<file path="src/rtl/leds_pwm_pkg.sv">
// Shared types, register map and helpers for the multi-LED AXI4-Lite peripheral.
package leds_pwm_pkg;

   typedef enum logic [1:0] {
      LedOff   = 2'b00,
      LedOn    = 2'b01,
      LedBlink = 2'b10,
      LedPwm   = 2'b11
   } led_mode_t;

   // Byte offsets of the registers.
   localparam int unsigned RegCtrl      = 'h00;
   localparam int unsigned RegMode      = 'h04;
   localparam int unsigned RegPrescale  = 'h08;
   localparam int unsigned RegBlinkHalf = 'h0C;
   localparam int unsigned RegStatus    = 'h10;
   localparam int unsigned RegDutyBase  = 'h20;

   localparam logic [1:0] RespOkay = 2'b00;

   function automatic logic [31:0] apply_wstrb(input logic [31:0] old_val,
                                               input logic [31:0] wdata,
                                               input logic [3:0]  strb);
      logic [31:0] res;
      res = old_val;
      for (int b = 0; b < 4; b++) begin
         if (strb[b]) res[8*b +: 8] = wdata[8*b +: 8];
      end
      return res;
   endfunction

endpackage

</file>
<file path="src/rtl/leds_pwm_timebase.sv">
// Shared prescaler, blink and PWM counters; all held at zero while disabled.
module leds_pwm_timebase #(
   parameter int unsigned PrescaleBits = 16,
   parameter int unsigned PwmBits      = 8
) (
   input  logic                    i_clk,
   input  logic                    i_rst,
   input  logic                    i_en,
   input  logic [PrescaleBits-1:0] i_prescale,
   input  logic [15:0]             i_blink_half,
   input  logic                    i_prescale_clr,
   input  logic                    i_blink_clr,
   output logic                    o_tick,
   output logic                    o_blink_phase,
   output logic [PwmBits-1:0]      o_pwm_cnt
);

   // PWM counter wraps after 2^B-2 so a duty of 2^B-1 means always on.
   localparam logic [PwmBits-1:0] PwmMax = {{(PwmBits-1){1'b1}}, 1'b0};

   logic [PrescaleBits-1:0] r_pre_cnt;
   logic [15:0]             r_blink_cnt;
   logic                    r_blink_phase;
   logic [PwmBits-1:0]      r_pwm_cnt;
   logic                    w_tick;

   assign w_tick = i_en && (r_pre_cnt == i_prescale);

   always_ff @(posedge i_clk or posedge i_rst) begin
      if (i_rst) begin
         r_pre_cnt     <= '0;
         r_blink_cnt   <= '0;
         r_blink_phase <= 1'b0;
         r_pwm_cnt     <= '0;
      end else if (!i_en) begin
         r_pre_cnt     <= '0;
         r_blink_cnt   <= '0;
         r_blink_phase <= 1'b0;
         r_pwm_cnt     <= '0;
      end else begin
         if (i_prescale_clr || w_tick) r_pre_cnt <= '0;
         else                          r_pre_cnt <= r_pre_cnt + PrescaleBits'(1);

         if (i_blink_clr) begin
            r_blink_cnt   <= '0;
            r_blink_phase <= 1'b0;
         end else if (w_tick) begin
            if (r_blink_cnt == i_blink_half) begin
               r_blink_cnt   <= '0;
               r_blink_phase <= ~r_blink_phase;
            end else begin
               r_blink_cnt <= r_blink_cnt + 16'd1;
            end
         end

         if (w_tick) begin
            if (r_pwm_cnt == PwmMax) r_pwm_cnt <= '0;
            else                     r_pwm_cnt <= r_pwm_cnt + PwmBits'(1);
         end
      end
   end

   assign o_tick        = w_tick;
   assign o_blink_phase = r_blink_phase;
   assign o_pwm_cnt     = r_pwm_cnt;

endmodule

</file>
<file path="src/rtl/leds_pwm_axi.sv">
// AXI4-Lite slave with per-LED off/on/blink/PWM modes driven from a shared timebase.
module leds_pwm_axi #(
   parameter int unsigned C_NUM_OF_LEDS        = 4,
   parameter int unsigned C_S00_AXI_DATA_WIDTH = 32,
   parameter int unsigned C_S00_AXI_ADDR_WIDTH = 6,
   parameter int unsigned C_PWM_BITS           = 8,
   parameter int unsigned C_PRESCALE_BITS      = 16
) (
   input  logic                              s00_axi_aclk,
   input  logic                              s00_axi_areset,
   output logic [C_NUM_OF_LEDS-1:0]          leds,
   input  logic [C_S00_AXI_ADDR_WIDTH-1:0]   s00_axi_awaddr,
   input  logic [2:0]                        s00_axi_awprot,
   input  logic                              s00_axi_awvalid,
   output logic                              s00_axi_awready,
   input  logic [C_S00_AXI_DATA_WIDTH-1:0]   s00_axi_wdata,
   input  logic [C_S00_AXI_DATA_WIDTH/8-1:0] s00_axi_wstrb,
   input  logic                              s00_axi_wvalid,
   output logic                              s00_axi_wready,
   output logic [1:0]                        s00_axi_bresp,
   output logic                              s00_axi_bvalid,
   input  logic                              s00_axi_bready,
   input  logic [C_S00_AXI_ADDR_WIDTH-1:0]   s00_axi_araddr,
   input  logic [2:0]                        s00_axi_arprot,
   input  logic                              s00_axi_arvalid,
   output logic                              s00_axi_arready,
   output logic [C_S00_AXI_DATA_WIDTH-1:0]   s00_axi_rdata,
   output logic [1:0]                        s00_axi_rresp,
   output logic                              s00_axi_rvalid,
   input  logic                              s00_axi_rready
);

   import leds_pwm_pkg::*;

   localparam int unsigned N  = C_NUM_OF_LEDS;
   localparam int unsigned AW = C_S00_AXI_ADDR_WIDTH - 2;

   localparam logic [AW-1:0] WCtrl      = AW'(RegCtrl / 4);
   localparam logic [AW-1:0] WMode      = AW'(RegMode / 4);
   localparam logic [AW-1:0] WPrescale  = AW'(RegPrescale / 4);
   localparam logic [AW-1:0] WBlinkHalf = AW'(RegBlinkHalf / 4);
   localparam logic [AW-1:0] WStatus    = AW'(RegStatus / 4);

   logic                       r_awready, r_wready, r_bvalid;
   logic                       r_arready, r_rvalid;
   logic [AW-1:0]              r_araddr;
   logic [31:0]                r_rdata;
   logic                       r_en;
   logic [2*N-1:0]             r_mode;
   logic [C_PRESCALE_BITS-1:0] r_prescale;
   logic [15:0]                r_blink_half;
   logic [C_PWM_BITS-1:0]      r_duty [N];
   logic [N-1:0]               r_leds;

   logic                       w_wren;
   logic [AW-1:0]              w_waddr;
   logic [31:0]                w_wr_merged;
   logic [31:0]                w_regs [2**AW];
   logic [N-1:0]               w_led_next;
   logic                       w_tick, w_blink_phase;
   logic [C_PWM_BITS-1:0]      w_pwm_cnt;
   logic                       w_unused;

   // Handshake completes on the edge after awready/wready were raised.
   assign w_wren  = r_awready && s00_axi_awvalid && s00_axi_wvalid;
   assign w_waddr = s00_axi_awaddr[C_S00_AXI_ADDR_WIDTH-1:2];

   always_comb begin
      for (int i = 0; i < 2**AW; i++) w_regs[i] = '0;
      w_regs[WCtrl]      = {31'b0, r_en};
      w_regs[WMode]      = 32'(r_mode);
      w_regs[WPrescale]  = 32'(r_prescale);
      w_regs[WBlinkHalf] = {16'b0, r_blink_half};
      w_regs[WStatus]    = 32'(r_leds);
      for (int i = 0; i < N; i++) w_regs[AW'(RegDutyBase / 4 + i)] = 32'(r_duty[i]);
   end

   assign w_wr_merged = apply_wstrb(w_regs[w_waddr], s00_axi_wdata, s00_axi_wstrb);

   always_ff @(posedge s00_axi_aclk or posedge s00_axi_areset) begin
      if (s00_axi_areset) begin
         r_awready <= 1'b0;
         r_wready  <= 1'b0;
         r_bvalid  <= 1'b0;
      end else begin
         if (s00_axi_awvalid && s00_axi_wvalid && !r_awready && !r_bvalid) begin
            r_awready <= 1'b1;
            r_wready  <= 1'b1;
         end else begin
            r_awready <= 1'b0;
            r_wready  <= 1'b0;
         end
         if (w_wren)                          r_bvalid <= 1'b1;
         else if (r_bvalid && s00_axi_bready) r_bvalid <= 1'b0;
      end
   end

   always_ff @(posedge s00_axi_aclk or posedge s00_axi_areset) begin
      if (s00_axi_areset) begin
         r_en         <= 1'b0;
         r_mode       <= '0;
         r_prescale   <= '0;
         r_blink_half <= '0;
         for (int i = 0; i < N; i++) r_duty[i] <= '0;
      end else if (w_wren) begin
         if (w_waddr == WCtrl)      r_en         <= w_wr_merged[0];
         if (w_waddr == WMode)      r_mode       <= w_wr_merged[2*N-1:0];
         if (w_waddr == WPrescale)  r_prescale   <= w_wr_merged[C_PRESCALE_BITS-1:0];
         if (w_waddr == WBlinkHalf) r_blink_half <= w_wr_merged[15:0];
         for (int i = 0; i < N; i++) begin
            if (w_waddr == AW'(RegDutyBase / 4 + i)) r_duty[i] <= w_wr_merged[C_PWM_BITS-1:0];
         end
      end
   end

   // rdata is only loaded from the accept cycle, so it stays stable while rvalid waits.
   always_ff @(posedge s00_axi_aclk or posedge s00_axi_areset) begin
      if (s00_axi_areset) begin
         r_arready <= 1'b0;
         r_araddr  <= '0;
         r_rvalid  <= 1'b0;
         r_rdata   <= '0;
      end else begin
         if (s00_axi_arvalid && !r_arready && !r_rvalid) begin
            r_arready <= 1'b1;
            r_araddr  <= s00_axi_araddr[C_S00_AXI_ADDR_WIDTH-1:2];
         end else begin
            r_arready <= 1'b0;
         end
         if (r_arready) begin
            r_rvalid <= 1'b1;
            r_rdata  <= w_regs[r_araddr];
         end else if (r_rvalid && s00_axi_rready) begin
            r_rvalid <= 1'b0;
         end
      end
   end

   leds_pwm_timebase #(
      .PrescaleBits (C_PRESCALE_BITS),
      .PwmBits      (C_PWM_BITS)
   ) u_timebase (
      .i_clk          (s00_axi_aclk),
      .i_rst          (s00_axi_areset),
      .i_en           (r_en),
      .i_prescale     (r_prescale),
      .i_blink_half   (r_blink_half),
      .i_prescale_clr (w_wren && (w_waddr == WPrescale)),
      .i_blink_clr    (w_wren && (w_waddr == WBlinkHalf)),
      .o_tick         (w_tick),
      .o_blink_phase  (w_blink_phase),
      .o_pwm_cnt      (w_pwm_cnt)
   );

   always_comb begin
      w_led_next = '0;
      for (int i = 0; i < N; i++) begin
         unique case (led_mode_t'(r_mode[2*i +: 2]))
            LedOff:   w_led_next[i] = 1'b0;
            LedOn:    w_led_next[i] = 1'b1;
            LedBlink: w_led_next[i] = w_blink_phase;
            LedPwm:   w_led_next[i] = (w_pwm_cnt < r_duty[i]);
         endcase
      end
   end

   always_ff @(posedge s00_axi_aclk or posedge s00_axi_areset) begin
      if (s00_axi_areset) r_leds <= '0;
      else                r_leds <= r_en ? w_led_next : '0;
   end

   assign w_unused = ^{s00_axi_awprot, s00_axi_arprot, s00_axi_awaddr[1:0],
                       s00_axi_araddr[1:0], w_tick, w_wr_merged};

   assign leds            = r_leds;
   assign s00_axi_awready = r_awready;
   assign s00_axi_wready  = r_wready;
   assign s00_axi_bresp   = RespOkay;
   assign s00_axi_bvalid  = r_bvalid;
   assign s00_axi_arready = r_arready;
   assign s00_axi_rdata   = r_rdata;
   assign s00_axi_rresp   = RespOkay;
   assign s00_axi_rvalid  = r_rvalid;

endmodule

</file>
<file path="config.mk">
export PLATFORM = sky130hd
export DESIGN_NAME = leds_pwm_axi
export DESIGN_NICKNAME = d
export VERILOG_FILES = /design/src/rtl/leds_pwm_pkg.sv /design/src/rtl/leds_pwm_timebase.sv /design/src/rtl/leds_pwm_axi.sv
export SDC_FILE = /design/constraint.sdc
export NUM_CORES = 1
export LEC_CHECK = 0
export ABC_AREA = 1
export CAP_MARGIN = 25
export CORE_UTILIZATION = 53
export CTS_CLUSTER_DIAMETER = 80
export DETAILED_ROUTE_END_ITERATION = 16
export DONT_BUFFER_PORTS = 1
export PLACE_DENSITY = 0.67
export SKIP_LAST_GASP = 1
export SYNTH_ARGS = -nofsm -noshare
export SYNTH_HDL_FRONTEND = slang
export SYNTH_SLANG_ARGS = --single-unit
</file>
<file path="constraint.sdc">
create_clock -name s00_axi_aclk -period 6.1 [get_ports s00_axi_aclk]
set_input_delay 0.915 -clock s00_axi_aclk [delete_from_list [all_inputs] [get_ports s00_axi_aclk]]
set_output_delay 0.915 -clock s00_axi_aclk [all_outputs]
set_load 0.01 [all_outputs]
</file>
* Yosys cells after proc, flatten, opt, wreduce, memory -nomap -nowiden
Cells that the tools add are included.
** Storage, ports and cells
- Register bits :: 158
- Input port bits :: 61
- Output and inout bits :: 45
- Logic and storage cells :: 121
** Cells by class
- $add $sub $neg :: 3
- Magnitude comparators :: 6
- Equality and inequality tests :: 25
- Multiplexer cells :: 32
- Bitwise logic cells :: 3
- Reduce and logical (&&, ||, !) cells :: 33
** Operators with widths (number)
- 32-bit binary-select mux with 4-bit select :: 2
- 16-bit 2-to-1 mux :: 8
- 32-bit 2-to-1 mux :: 2
- 8-bit 2-to-1 mux :: 5
- 16-bit by 1-bit adder with 16-bit output (second input constant) :: 2
- 16-bit equality test :: 2
- 8-bit less-than comparator :: 4
- 2-bit AND reduction :: 9
- 2-bit equality test (second input constant) :: 8
- 4-bit equality test (second input constant) :: 4
- 1-bit case mux with 4 select lines :: 4
- 1-bit logical AND :: 12
- 5-bit greater-or-equal comparator (second input constant) :: 2
- 1-bit 2-to-1 mux :: 10
- 4-bit NOT with 5-bit output :: 2
- 8-bit by 1-bit adder with 8-bit output (second input constant) :: 1
- 2-bit by 1-bit equality test with 1-bit output (second input constant) :: 4
- 4-bit by 2-bit equality test with 1-bit output (second input constant) :: 2
- 8-bit equality test (second input constant) :: 1
- 2-bit zero test :: 4
- 3-bit by 1-bit inequality test with 1-bit output (second input constant) :: 2
- 4-bit by 1-bit equality test with 1-bit output (second input constant) :: 1
- 1-bit zero test :: 4
- 4-bit zero test :: 1
- 5 further kinds :: 6

* Logic depth before layout (Yosys ltp)
- Depth after elaboration :: 6
- Depth in mapped cells :: 13
- Depth with buffers taken out :: 12

* Modules after synthesis
A second synthesis with hierarchy kept.
** Second synthesis, totals
- Cell total of the unflattened synthesis :: 1405
- Area total of the unflattened synthesis :: 9574.2 um^2
** By module, submodules not included
- leds_pwm_axi :: times used 1, cells an instance 890, area each 6348.6 um^2, seq. area each 2527.4 um^2
- leds_pwm_timebase :: times used 1, cells an instance 515, area each 3225.6 um^2, seq. area each 1026.0 um^2

* Worst setup path after synthesis
No wires, ideal clock.
- Path kind :: input-to-reg
- From :: input port s00_axi_awaddr[5]
- To :: register r_mode[1]
- Library setup time :: 0.083 ns
- Arrival :: 1.865 ns
- Data required time :: 6.017 ns
- Slack :: 4.153 ns
- Cell stages on the path :: 8
- Buffers on the path :: 1
- Path through :: nor2_4 -> inv_2 -> nor2_1 -> inv_2 -> nor2_1 -> buf_4 -> nand3_1 -> o21ai_0
** Between the ends
- Longest elaborated chain between the ends :: 5
- Elaborated cells between the ends (all ways) :: 7
- Those cells by class :: 1 x eq/ne; 4 x mux; 1 x bitwise; 1 x reduce/logical
** RTL lines
- from (decl) :: RTL line leds_pwm_axi.sv:12 : input logic [C_S00_AXI_ADDR_WIDTH-1:0] s00_axi_awaddr,
- 4-bit NOT with 5-bit output (not written as such) :: RTL line leds_pwm_axi.sv:78 : assign w_wr_merged = apply_wstrb(w_regs[w_waddr], s00_axi_wdata, s00_axi_wstrb);
- 32-bit binary-select mux with 4-bit select :: RTL line leds_pwm_axi.sv:78
- 16-bit 2-to-1 mux (not written as such) (2 in series) :: RTL line leds_pwm_axi.sv:78
- 8-bit 2-to-1 mux :: RTL line leds_pwm_pkg.sv:27 : if (strb[b]) res[8*b +: 8] = wdata[8*b +: 8];
- to (signal assigned) :: RTL line leds_pwm_axi.sv:107 : if (w_waddr == WMode) r_mode <= w_wr_merged[2*N-1:0];
- to (decl) :: RTL line leds_pwm_axi.sv:49 : logic [2*N-1:0] r_mode;
Several ways; a longest one is shown, not always the timed one. The select of a mux whose other input is x is not followed.
A chain may end at the register's enable or synchronous reset.

* Worst setup path after layout
- From :: register r_araddr[1]
- To :: register r_rdata[5], in the netlist s00_axi_rdata[5]
** Between the ends
- Longest elaborated chain between the ends :: 4
** RTL lines
- from (decl) :: RTL line leds_pwm_axi.sv:46 : logic [AW-1:0] r_araddr;
- from (signal assigned) :: RTL line leds_pwm_axi.sv:126 : r_araddr <= s00_axi_araddr[C_S00_AXI_ADDR_WIDTH-1:2];
- 4-bit NOT with 5-bit output (not written as such) :: RTL line leds_pwm_axi.sv:132 : r_rdata <= w_regs[r_araddr];
- 32-bit binary-select mux with 4-bit select :: RTL line leds_pwm_axi.sv:132
- 32-bit 2-to-1 mux (not written as such) (2 in series) :: RTL line leds_pwm_axi.sv:132
- to (signal assigned) :: RTL line leds_pwm_axi.sv:132
- to (decl) :: RTL line leds_pwm_axi.sv:47 : logic [31:0] r_rdata;
No other way between the ends. The select of a mux whose other input is x is not followed.

==> metrics.csv <==
stage;metric;value;unit
run_status;status;finished, final reports clean;
synth;synthesized instance count;1224;
job;max-cap violations;0;
synth;top cells by area, synth;dfrtp_1 40%, nand2_1 14%, o21ai_0 7.8%;
power_and_ir_drop;Pwr Density;284;nW/um2
finish;layout cells sized above 1;5.94;%
synth;dominant synthesized flop cell;dfrtp_1;
setup_path;CP cell instances;clkinv_1, nand2_1, inv_1, nand2_1, o2111ai_1, nand3_1, nand2_1;
worst_hold_path;hold crit path type;in2async;
timing;number of max-slew violations in the final report;0;
placement;IO buf count;0;
setup_path;slowest stage delay, CP;0.70;ns
synth;Seq/Total Area, Yosys;40.1;%
clocking;CTS tree;built;
power_and_ir_drop;Net Sw Power;915;uW
power_and_ir_drop;Sw Share;34.0;%
setup_path;critical path peak fanout;13;
timing;Final period util;43.8;%
synth;XOR/XNOR Fraction of Synth Area;2.57;%
synth;Synth Area in Compound Gates;13.9;%
detailed_routing;Avg WL per Cell;18.0;um
power_and_ir_drop;Sequential Power Share;43.3;%
floorplanning;Core ar.;16100;um2
clocking;worst skew pair latency;0.44;ns
detailed_routing;Vias/cell;5.74;
floorplanning;Starting Density;55.0;%
detailed_routing;routed vias;8203;
setup_path;R2R depth;7;
synth;area leader, netlist;dfrtp_1;
synth;Seq cells post-synth;142;
synth;main combinational cell family by area after synthesis;simple AND/OR/NAND/NOR gates;
global_route;largest net degree at the start of global routing;90;
clocking;clock slew seen by the registers of the worst setup and hold paths;0.07;ns
floorplanning;IO Pins;106;
synth;mux share of post-synthesis cell area;0;%
power_and_ir_drop;combinational power share;18.5;%
setup_path;cell depth of the worst setup path;7;
synth;post-synth cell types;39;
setup_path;CP startpoint kind;register;
detailed_routing;# DRC;0;
placement;Post-DP HPWL;18.4;mm
synth;EDFF count, synth;0;
floorplanning;die area;17200;um2
clocking;H-Tree Depth;4;
timing;unrepaired setup endpoints after global routing;no;
setup_path;Worst EP required;6.44;ns
setup_path;Buf/Inv on CP;2;
global_route;global-route wire length before repair;41.1;mm
synth;average size of a mapped cell;7.24;um2
clocking;Post-CTS Resized;0;
synth;adder-cell area share of the yosys netlist;4.52;%
clocking;root buffer cell;clkbuf_16;
timing;final hold slack;0.478;ns
setup_path;CP Capture Type;register;
global_route;vias in the first global route;7494;
floorplanning;Die Y;131;um
timing;Max-slew headroom;29.0;%
timing;endpoints failing hold;0;
setup_path;Worst Path Arrival;3.01;ns
synth;YS warnings;0;
synth;share of the synthesized area in the top cell type;40.1;%
floorplanning;die width;131;um
synth;Async S/R FF share, synth;100;%
timing;endpoints failing setup;0;
clocking;Inserted Clock Buffers;17;
timing;Min Clock Period, post-route;2.67;ns
placement;GP Congestion;0.911;
clocking;Sink Count;142;
setup_path;Worst path most repeated cell;nand2_1;
detailed_routing;first drt pass iteration count;7;
detailed_routing;initial DRC count;881;
synth;Post-Synth Simple-Gate Area;28.0;%
global_route;GR Util All Layers;30.9;%
finish;area growth from synthesis to layout;6.69;%
timing;fmax;0.374;GHz
power_and_ir_drop;Int Pwr;1.77;mW
finish;fillcell total;1520;
global_route;initial antenna violation count;1;
clocking;clk buf depth;2;
finish;Final #Nets;1293;
clocking;post-CTS setup buffers;0;
timing;Max Clock Skew;0.0120;ns
clocking;Post-CTS Hold Fix Bufs;0;
synth;synthesized area;8860;um2
setup_path;CP delay by family, top;simple AND/OR/NAND/NOR gates;
power_and_ir_drop;Leak;4.51;nW
setup_path;Setup Crit Path Kind;reg2reg;
detailed_routing;Detailed Route WL;25.7;mm
power_and_ir_drop;Peak VDD IR;211;uV
floorplanning;Cell Rows;46;
timing;worst-margin pin slew;1.06;ns
timing;Total Neg Setup Slack;0;ns
power_and_ir_drop;Clock power frac;38.1;%
global_route;GRT overflow;0;
detailed_routing;Post-DRT Antenna Nets;0;
setup_path;slowest CP cell;dfrtp_1;
==> layout by cell type, fill, tap and decap left out, types with 22 or more instances in the layout <==
| cell type | count |
|---|---|
| dfrtp_1 | 142 |
| o21ai_0 | 138 |
| inv_1 | 143 |
| nor2_1 | 89 |
| nand3_1 | 94 |
| a21oi_1 | 25 |
| xor2_1 | 22 |
| ha_1 | 32 |
| nand2_1 | 323 |
| nand4_1 | 30 |
==> sequential cells by signal, summed over array words and instances, names as in the netlist, 4 cells and up <==
name,flops
leds,4
r_araddr,4
r_blink_half,16
r_duty,32
r_mode,8
r_prescale,16
s00_axi_rdata,16
u_timebase.o_pwm_cnt,8
u_timebase.r_blink_cnt,16
u_timebase.r_pre_cnt,16
==> Yosys cell counts (all sizes together) (3+ instances only) <==
master	n
a211oi	4
a21oi	25
a22oi	8
a31oi	3
buf	45
clkbuf	22
clkinv	3
dfrtp	142
ha	32
inv	153
nand2	329
nand3	94
nand4	31
nor2	96
nor3	11
nor4	3
o2111ai	4
o21ai	152
o221ai	8
o22ai	20
or2	9
xnor2	4
xor2	22
==> routing by layer <==
layer,global-route usage [%],part of all wire (%),wire (um)
met1,45.6,46,11900
met2,44.7,43,11000
met3,6.10,8.4,2150
met4,11.3,2.5,654
met5,0,0,0
==> layout make-up <==
class	count	area, um2	area share [%]
well taps	216	270	2.86
diodes	1	2.50	0.0265
flip-flops and latches	142	3550	37.6
multi-input cells	878	4410	46.7
clock buffers	19	453	4.79
clock inverters	13	116	1.23
repair buffers	5	57.6	0.609
inverters	156	591	6.24
==> worst paths after layout <==
kind | from | endpoint | slack, ns
max | r_araddr[1] | s00_axi_rdata[5] | 3.43
min | s00_axi_areset | r_duty[1] | 0.48
max reg2reg | r_araddr[1] | s00_axi_rdata[5] | 3.43
min reg2reg | r_duty[0] | r_duty[0] | 0.48
max in group asynchronous | s00_axi_areset | u_timebase.r_blink_cnt[14] | 4.42
min in group s00_axi_aclk | r_duty[0] | r_duty[0] | 0.48
==> worst reg2reg max path, delay by kind of cell (launching register included) <==
kind / cells / cell delay [ns]
and+or+nand+nor: 4 / 0.95
buffers and inverters: 2 / 0.72
DFF: 1 / 0.70
AOI/OAI and AO/OA: 1 / 0.18
==> power groups by stage <==
| stage | Combinational (mW) | Clock [mW] | Sequential, mW |
|---|---|---|---|
| global route | 0.558 | 1.07 | 1.17 |
| CTS | 0.452 | 1.03 | 1.18 |
| finish | 0.498 | 1.03 | 1.16 |
| floorplan | 0.372 | 0 | 1.13 |
| detailed placement | 0.449 | 0 | 1.19 |
| global placement | 0.442 | 0 | 1.19 |
==> metrics by stage <==
| stage | cell area (um2) | utilization, % | power (mW) | std cells | setup WS [ns] |
|---|---|---|---|---|---|
| after global placement | 8850 | 54.9 | 1.64 | 1395 | 3.05 |
| after floorplan | 8940 | - | 1.51 | 1243 | 1.38 |
| after CTS | 9420 | 58.5 | 2.66 | 1427 | 2.94 |
| after detailed placement | 8850 | 54.9 | 1.64 | 1395 | 2.97 |
| after global routing | 9460 | 58.7 | 2.80 | 1430 | 3.36 |
| final | 9460 | 58.7 | 2.69 | 1430 | 3.43 |
==> cell families after synthesis <==
logic type                 count (synthesis)
and+or+nand+nor                          575
other                                      1
buffers and inverters                    223
DFF                                      142
AOI/OAI and AO/OA                        225
adders and majority gates                 32
xor gates and xnor gates                  26
Note: power is estimated with default switching activity, not from simulation.
